<file path="config.mk">
export PLATFORM = sky130hd
export DESIGN_NAME = bldc_commutation_ctrl
export DESIGN_NICKNAME = d
export VERILOG_FILES = /design/src/rtl/bldc_commutation_ctrl.sv
export SDC_FILE = /design/constraint.sdc
export NUM_CORES = 1
export LEC_CHECK = 0
export CELL_PAD_IN_SITES_DETAIL_PLACEMENT = 1
export CELL_PAD_IN_SITES_GLOBAL_PLACEMENT = 1
export CORE_MARGIN = 2
export CORE_UTILIZATION = 40
export DETAILED_ROUTE_END_ITERATION = 10
export GPL_ROUTABILITY_DRIVEN = 0
export PLACE_DENSITY = 0.79
export RECOVER_POWER = 25
export SLEW_MARGIN = 15
export SYNTH_ARGS = -nofsm -noshare
export SYNTH_HDL_FRONTEND = slang
export SYNTH_SLANG_ARGS = --single-unit
</file>
<file path="constraint.sdc">
create_clock -name clk -period 4.34 [get_ports clk]
set_clock_uncertainty 0.2 [all_clocks]
set_input_delay 1.085 -clock clk [delete_from_list [all_inputs] [get_ports clk]]
set_output_delay 1.085 -clock clk [all_outputs]
set_load 0.05 [all_outputs]
</file>
<file path="src/rtl/bldc_commutation_ctrl.sv">
// Six-step trapezoidal commutation sequencer for the BLDC power stage.
// It applies high-side PWM, inserts break-before-make dead time, and latches a fault when the sector stays invalid.
module bldc_commutation_ctrl #(
  parameter int pwm_clk_freq_hz = 100_286_000,
  parameter int pwm_freq_hz     = 100_000,
  parameter int duty_width      = $clog2(pwm_clk_freq_hz / pwm_freq_hz) + 1,
  parameter int dead_cycles     = 10,
  parameter int fault_cycles    = 4
) (
  input  logic                  clk,
  input  logic                  reset,
  input  logic [2:0]            sector,
  input  logic                  run,
  input  logic                  dir,
  input  logic [duty_width-1:0] duty,
  input  logic                  fault_clear,
  output logic [5:0]            phase_enable,
  output logic [1:0]            state,
  output logic                  fault,
  output logic                  pwm_sync
);

  localparam int PERIOD = pwm_clk_freq_hz / pwm_freq_hz;
  localparam logic [duty_width-1:0] PERIOD_W = duty_width'(PERIOD);
  localparam logic [duty_width-1:0] LAST_CNT = duty_width'(PERIOD - 1);
  localparam int DEAD_W = $clog2(dead_cycles + 1);
  localparam int INV_W  = $clog2(fault_cycles + 1);
  localparam logic [DEAD_W-1:0] DEAD_LOAD = DEAD_W'(dead_cycles);
  localparam logic [INV_W-1:0]  INV_LIMIT = INV_W'(fault_cycles);

  localparam logic [1:0] ST_IDLE  = 2'd0;
  localparam logic [1:0] ST_DEAD  = 2'd1;
  localparam logic [1:0] ST_DRIVE = 2'd2;
  localparam logic [1:0] ST_FAULT = 2'd3;

  logic [duty_width-1:0] pwm_cnt;
  logic [duty_width-1:0] duty_eff;
  logic                  pwm_on;
  logic                  sector_valid;
  logic [2:0]            idx;
  logic [2:0]            key_q;
  logic                  key_change;
  logic [INV_W-1:0]      inv_cnt;
  logic [INV_W-1:0]      inv_next;
  logic                  fault_hit;
  logic [DEAD_W-1:0]     dead_cnt;
  logic [DEAD_W-1:0]     dead_next;
  logic [1:0]            state_next;
  logic [5:0]            drive_pattern;

  // The PWM carrier runs in every state, so duty and sync timing do not depend on the FSM.
  always_ff @(posedge clk or posedge reset) begin
    if (reset) begin
      pwm_cnt  <= '0;
      pwm_sync <= 1'b0;
    end else if (pwm_cnt == LAST_CNT) begin
      pwm_cnt  <= '0;
      pwm_sync <= 1'b1;
    end else begin
      pwm_cnt  <= pwm_cnt + duty_width'(1);
      pwm_sync <= 1'b0;
    end
  end

  assign duty_eff     = (duty >= PERIOD_W) ? PERIOD_W : duty;
  assign pwm_on       = (pwm_cnt < duty_eff);
  assign sector_valid = (sector < 3'd6);

  // For CCW, the table index is shifted half a turn (+3 mod 6).
  always_comb begin
    idx = sector;
    if (dir) begin
      idx = (sector >= 3'd3) ? (sector - 3'd3) : (sector + 3'd3);
    end
  end

  assign key_change = sector_valid && (idx != key_q);

  always_comb begin
    inv_next = '0;
    if (!sector_valid) begin
      inv_next = (inv_cnt >= INV_LIMIT) ? INV_LIMIT : (inv_cnt + INV_W'(1));
    end
  end

  assign fault_hit = (inv_next >= INV_LIMIT);

  // A fault trip takes priority over every other event. An invalid sector holds the dead counter.
  always_comb begin
    state_next = state;
    dead_next  = dead_cnt;
    case (state)
      ST_IDLE: begin
        if (fault_hit) begin
          state_next = ST_FAULT;
        end else if (run && sector_valid) begin
          state_next = ST_DEAD;
          dead_next  = DEAD_LOAD;
        end
      end
      ST_DEAD: begin
        if (fault_hit) begin
          state_next = ST_FAULT;
        end else if (!run) begin
          state_next = ST_IDLE;
        end else if (key_change) begin
          dead_next = DEAD_LOAD;
        end else if (sector_valid) begin
          if (dead_cnt <= DEAD_W'(1)) begin
            state_next = ST_DRIVE;
          end else begin
            dead_next = dead_cnt - DEAD_W'(1);
          end
        end
      end
      ST_DRIVE: begin
        if (fault_hit) begin
          state_next = ST_FAULT;
        end else if (!run) begin
          state_next = ST_IDLE;
        end else if (!sector_valid || key_change) begin
          state_next = ST_DEAD;
          dead_next  = DEAD_LOAD;
        end
      end
      ST_FAULT: begin
        if (fault_clear && !run) begin
          state_next = ST_IDLE;
        end
      end
      default: state_next = ST_IDLE;
    endcase
  end

  // Bit order is {AH,BH,CH,AL,BL,CL}. Only the high side is chopped by the PWM.
  always_comb begin
    drive_pattern = '0;
    case (idx)
      3'd0:    drive_pattern = {pwm_on, 1'b0, 1'b0, 1'b0, 1'b1, 1'b0};
      3'd1:    drive_pattern = {pwm_on, 1'b0, 1'b0, 1'b0, 1'b0, 1'b1};
      3'd2:    drive_pattern = {1'b0, pwm_on, 1'b0, 1'b0, 1'b0, 1'b1};
      3'd3:    drive_pattern = {1'b0, pwm_on, 1'b0, 1'b1, 1'b0, 1'b0};
      3'd4:    drive_pattern = {1'b0, 1'b0, pwm_on, 1'b1, 1'b0, 1'b0};
      3'd5:    drive_pattern = {1'b0, 1'b0, pwm_on, 1'b0, 1'b1, 1'b0};
      default: drive_pattern = '0;
    endcase
  end

  always_ff @(posedge clk or posedge reset) begin
    if (reset) begin
      state        <= ST_IDLE;
      dead_cnt     <= '0;
      inv_cnt      <= '0;
      key_q        <= '0;
      phase_enable <= '0;
    end else begin
      state    <= state_next;
      dead_cnt <= dead_next;
      inv_cnt  <= inv_next;
      if (sector_valid) begin
        key_q <= idx;
      end
      phase_enable <= (state_next == ST_DRIVE) ? drive_pattern : 6'b000000;
    end
  end

  assign fault = (state == ST_FAULT);

endmodule

</file>
; Word level (Yosys, flattened, before mapping)
; Cells that the tools add are included.
[classes]
add_sub_neg = 5
magnitude_cmp = 7
eq_ne = 20
muxes = 32
n_reduce_logical = 10
[ops]
columns = op, n
row1 = $mux 4, 10
row2 = $pmux 6 s6, 1
row3 = $mux 11, 2
row4 = $mux 2, 11
row5 = $ne 2x2->1 const B, 7
row6 = $mux 3, 4
row7 = $pmux 4 s3, 1
row8 = $add 11x1->11 const B, 1
row9 = $eq 11x10->1 const B, 1
row10 = $ge 11x10->1 const B, 1
row11 = $lt 11x11->1, 1
row12 = $reduce_and 10->1, 1
row13 = $pmux 2 s4, 1
row14 = $eq 2x2->1 const B, 3
row15 = $eq 3x2->1 const B, 2
row16 = $eq 3x3->1 const B, 2
row17 = $ge 3x3->1 const B, 2
row18 = $mux 6, 1
row19 = $ne 3x3->1 const B, 2
row20 = $le 4x1->1 const B, 1
row21 = $sub 4x1->4 const B, 1
row22 = $add 3x1->3 const B, 1
row23 = $add 3x2->3 const B, 1
row24 = $eq 3x1->1 const B, 1
row25 = 12 further kinds, 15
[totals]
register_bits = 30
word_cells = 81

; Depth between registers and ports, before layout
[logic_depth]
ltp_word = 12
depth_mapped = 11
mapped_depth_nobuf = 11

; Least setup slack after synthesis
; Ideal clock, no wire load.
[synth_path]
kind = input to register
from = input sector[0]
to = register dead_cnt[0]
arrival_ns = 3.225
slack_ns = 0.849
stages = 8
path_cell_list = ha_1 ha_1 a211oi_2 mux2i_4 xnor2_2 o41a_1 a2111oi_4 mux2_2
[synth_between]
elab_chain_cells = 9
elab_cells_between_ends = 25
[synth_lines]
columns = element, line
row1 = from (decl), 12  ; input logic [2:0] sector,
row2 = "$add 3x2->3, or another cell as far along", 73  ; idx = (sector >= 3'd3) ? (sector - 3'd3) : (sector + 3'd3);
row3 = $mux 3, 73
row4 = $mux 3, 72  ; if (dir) begin
row5 = $ne 3x3->1, 77  ; assign key_change = sector_valid && (idx != key_q);
row6 = $logic_and 1x1->1, 77
row7 = $mux 4, 106  ; end else if (key_change) begin
row8 = $mux 4, 104  ; end else if (!run) begin
row9 = $mux 4, 102  ; if (fault_hit) begin
row10 = $pmux 4 s3, 92  ; case (state)
row11 = to (signal assigned), 158  ; dead_cnt <= dead_next;
row12 = to (decl), 46  ; logic [DEAD_W-1:0] dead_cnt;
; Several ways; a longest one is shown, not always the timed one. The select of a mux whose other input is x is not followed.
; A chain may end at the register's enable or synchronous reset.

; Final worst setup path
[layout_path]
from = input sector[1]
to = register phase_enable[5]
[layout_between]
elab_chain_cells = 12
elab_cells_between_ends = 32
[layout_lines]
columns = element, line
row1 = "$add 3x2->3, or another cell as far along", 73
row2 = $mux 3, 73
row3 = $mux 3, 72
row4 = $ne 3x3->1, 77
row5 = $logic_and 1x1->1, 77
row6 = $logic_or 1x1->1, 121  ; end else if (!sector_valid || key_change) begin
row7 = $mux 2, 121
row8 = $mux 2, 119  ; end else if (!run) begin
row9 = $mux 2, 117  ; if (fault_hit) begin
row10 = $pmux 2 s4, 92
row11 = $eq 2x2->1, 163  ; phase_enable <= (state_next == ST_DRIVE) ? drive_pattern : 6'b000000;
row12 = $mux 6 (*), 163
row13 = to (signal assigned), 163
row14 = to (decl), 17  ; output logic [5:0] phase_enable,
; Every way passes the cells marked *; elsewhere a longest branch is shown, timed or not.

==> flow_summary.toml <==
[status]
outcome = "complete, but fails checks"
violations = "capacitance limit, slew limit"

[worst_setup_path]
crit_chain = "clkdlybuf4s50_1 -> ha_1 -> ha_1 -> a211oi_2 -> mux2i_4 -> xnor2_2 -> a2111oi_0 -> o22ai_1 -> nor4_1"
cpMostUsedCell = "ha_1"
critPathCaptureType = "flop"
worstSetupPathType = "input pin to flop"
crit_fanout = 7
crit_arrival_ns = 3.97
required_ns = 4.30
cpPeakStageDelay_ns = 0.47
startpoint_type = "input pin"
slowest_stage = "clkdlybuf4s50_1"

[synthesis]
synth.largest_area_cell = "dfrtp_1"
synth_warnings = 0
synthTopCellsByArea = "dfrtp_1 36%, ha_1 12%, nor2_1 6.2%"
syn_nets = 261
synth_top_family_by_area = "simple AND/OR/NAND/NOR gates"
synth_top_cell_area_share = 0.364
synth.most_common_cell = "nor2_1"
synth_fa_ha_area_frac = 0.115
syn_area_per_cell_um2 = 9.25
async_flop_share = 1.00
synth-xor-area-share = 0.0625
synth_compound_area_frac = 0.180
seq_area_frac_synth = 0.364
ys_top_cells_by_count = "34 x nor2_1, 30 x dfrtp_1, 19 x ha_1"
synth-seq-cells = 30
netlist_instances = 223
synth_edf_count = 0
synth_flop_cell = "dfrtp_1"
yosys.area_share.simple = 0.218
synth.distinct_cells = 53
synth_mux_area_frac = 0.0237
synth_area_um2 = 2060

[floorplanning]
fp.dieW_um = 75.8
start_util = 0.409
die_h_um = 75.8
pin_count = 29
fp.dieArea_um2 = 5740
rows = 26
design.core.area_um2 = 5040

[cells_and_area]
nets = 298
layout-drive-gt1-share = 0.0958
n_antenna_cell = 0
multi_input_area_um2 = 1240
layout.cells.non_filler = 331
seqCellArea_um2 = 751
synthToLayoutAreaGrowth_pct = 23.7
fillCellCount = 604

[detailed_routing]
viasPerCell = 5.34
num_vias = 1766
wl_um = 4860
drtAntennaViolNets = 0
drc = 0
avgRoutedWirePerCell_um = 14.7
drt-initial-drc-count = 113
first_pass_iters = 4

[clock_tree]
clk_path_buf_depth = 2
htreeDepth = 2
cts_made_buffers = 5
clock_sinks = 30
post_cts_buffers = 0
holdBufCountCts = 0
cts_tree = "built"
cts_resized = 0
clk_pin_slew_ns = 0.07
ctsRootBufferMaster = "clkbuf_8"
clock_latency_ns = 0.29

[global_route]
grt_start_max_net_pins = 31
grt_pass1_wl_um = 8360
met2_usage = 0.318
grt-busiest-layer = "met2"
grt_usage = 0.191
grtUsageMet1 = 0.253
grt.overflow.total = 0
grt_pass1_vias = 1772
grtUsageMet3 = 0.0397
antenna_found_initial = 0

[timing]
slew_violations = 31
hold_viol = 0
finalSetupTns_ns = 0
fin_crit_sh = 0.923
finalCriticalPeriod_ns = 4.01
fmax_mhz = 250
max-slew-margin-rel = -0.101
setup_violations = 0
holdWs_ns = 0.290
grt_setup_unrepaired = "false"
worst_pin_slew_ns = 1.65

[placement]
post-place-cells = 323
place_hpwl_um = 3780
portBuffers = 28

[power]
power.density_nw_per_um2 = 267
p_leak_nw = 1.12
vdd_drop_max_v = 0.000200

[hold_path]
hp-class = "flop to flop"

[run]
cap_violations = 1
-- cells in the final DEF (no fill, tap or decap), types with 5 or more instances in the layout --
cell type	netlist	final
xnor2_1	6	6
clkdlybuf4s50_1	0	27
ha_1	19	19
a21oi_1	10	10
inv_1	15	15
xor2_1	5	5
nand2_1	15	15
nor2_1	34	34
nor4_1	5	5
nand3_1	7	7
clkbuf_8	0	6
o21ai_0	9	9
buf_4	0	5
nor3_1	7	7
dfrtp_1	30	30
-- metal layers --
metal | routed length [um] | share of wire
met5 | 0 | 0
met4 | 51 | 0.010
met3 | 123 | 0.025
met2 | 2370 | 0.49
met1 | 2320 | 0.48
-- where the power goes --
part | internal, W | switching (W)
clock network | 0.000127 | 0.000115
registers | 0.000289 | 0.00000922
logic | 0.0000622 | 0.0000800
-- worst paths after layout --
check                      slack (ns)                   endpoint  depth (start not counted)               startpoint
hold / removal                   0.29       inv_cnt[0]$_DFF_PP0_                          1     inv_cnt[0]$_DFF_PP0_
min in group asynchronous        1.61       pwm_cnt[2]$_DFF_PP0_                          3                    reset
hold reg to reg                  0.29       inv_cnt[0]$_DFF_PP0_                          1     inv_cnt[0]$_DFF_PP0_
setup reg to reg                 1.76  phase_enable[5]$_DFF_PP0_                          9  dead_cnt[0]$_DFFE_PP0P_
max in group asynchronous        1.36  phase_enable[4]$_DFF_PP0_                          3                    reset
setup / recovery                 0.33  phase_enable[5]$_DFF_PP0_                          9                sector[1]
-- cell families after synthesis --
| family | Yosys count |
|---|---|
| AND/OR/NAND/NOR | 90 |
| AO/OA/AOI/OAI | 48 |
| flip-flops | 30 |
| adder cells (fa/ha/maj) | 19 |
| buffers and inverters | 19 |
| XOR/XNOR | 13 |
| multiplexers | 3 |
| other | 1 |
-- registers in the layout (all words and copies together), names as in the netlist --
register,count
phase_enable,6
pwm_sync,1
pwm_cnt,11
inv_cnt,3
state,2
key_q,3
dead_cnt,4
-- critical path, delay by kind of cell --
| kind | cells | cell delay (ns) |
|---|---|---|
| AO/OA/AOI/OAI | 3 | 1.11 |
| XOR/XNOR | 1 | 0.14 |
| adder cells (fa/ha/maj) | 2 | 0.44 |
| buffers and inverters | 1 | 0.47 |
| multiplexers | 1 | 0.34 |
| AND/OR/NAND/NOR | 1 | 0.38 |
-- metrics by stage --
stage                     total power, W  utilization  cell area (um2)  worst slack (ns)
after floorplan                 0.000396            -             2060             0.849
after global placement          0.000441        0.488             2460             0.150
after detailed placement        0.000446        0.488             2460            0.0131
after CTS                       0.000693        0.507             2550             0.293
after global routing            0.000720        0.506             2550             0.118
final                           0.000682        0.506             2550             0.334
-- final cells by class --
cell class	instances	area share
tap	70	0.0343
clock buffer	6	0.0324
multi-input combinational	174	0.486
clock inverter	2	0.00490
inverter	15	0.0221
timing repair buffer	34	0.126
sequential	30	0.294
Note: power is estimated with default switching activity, not from simulation.
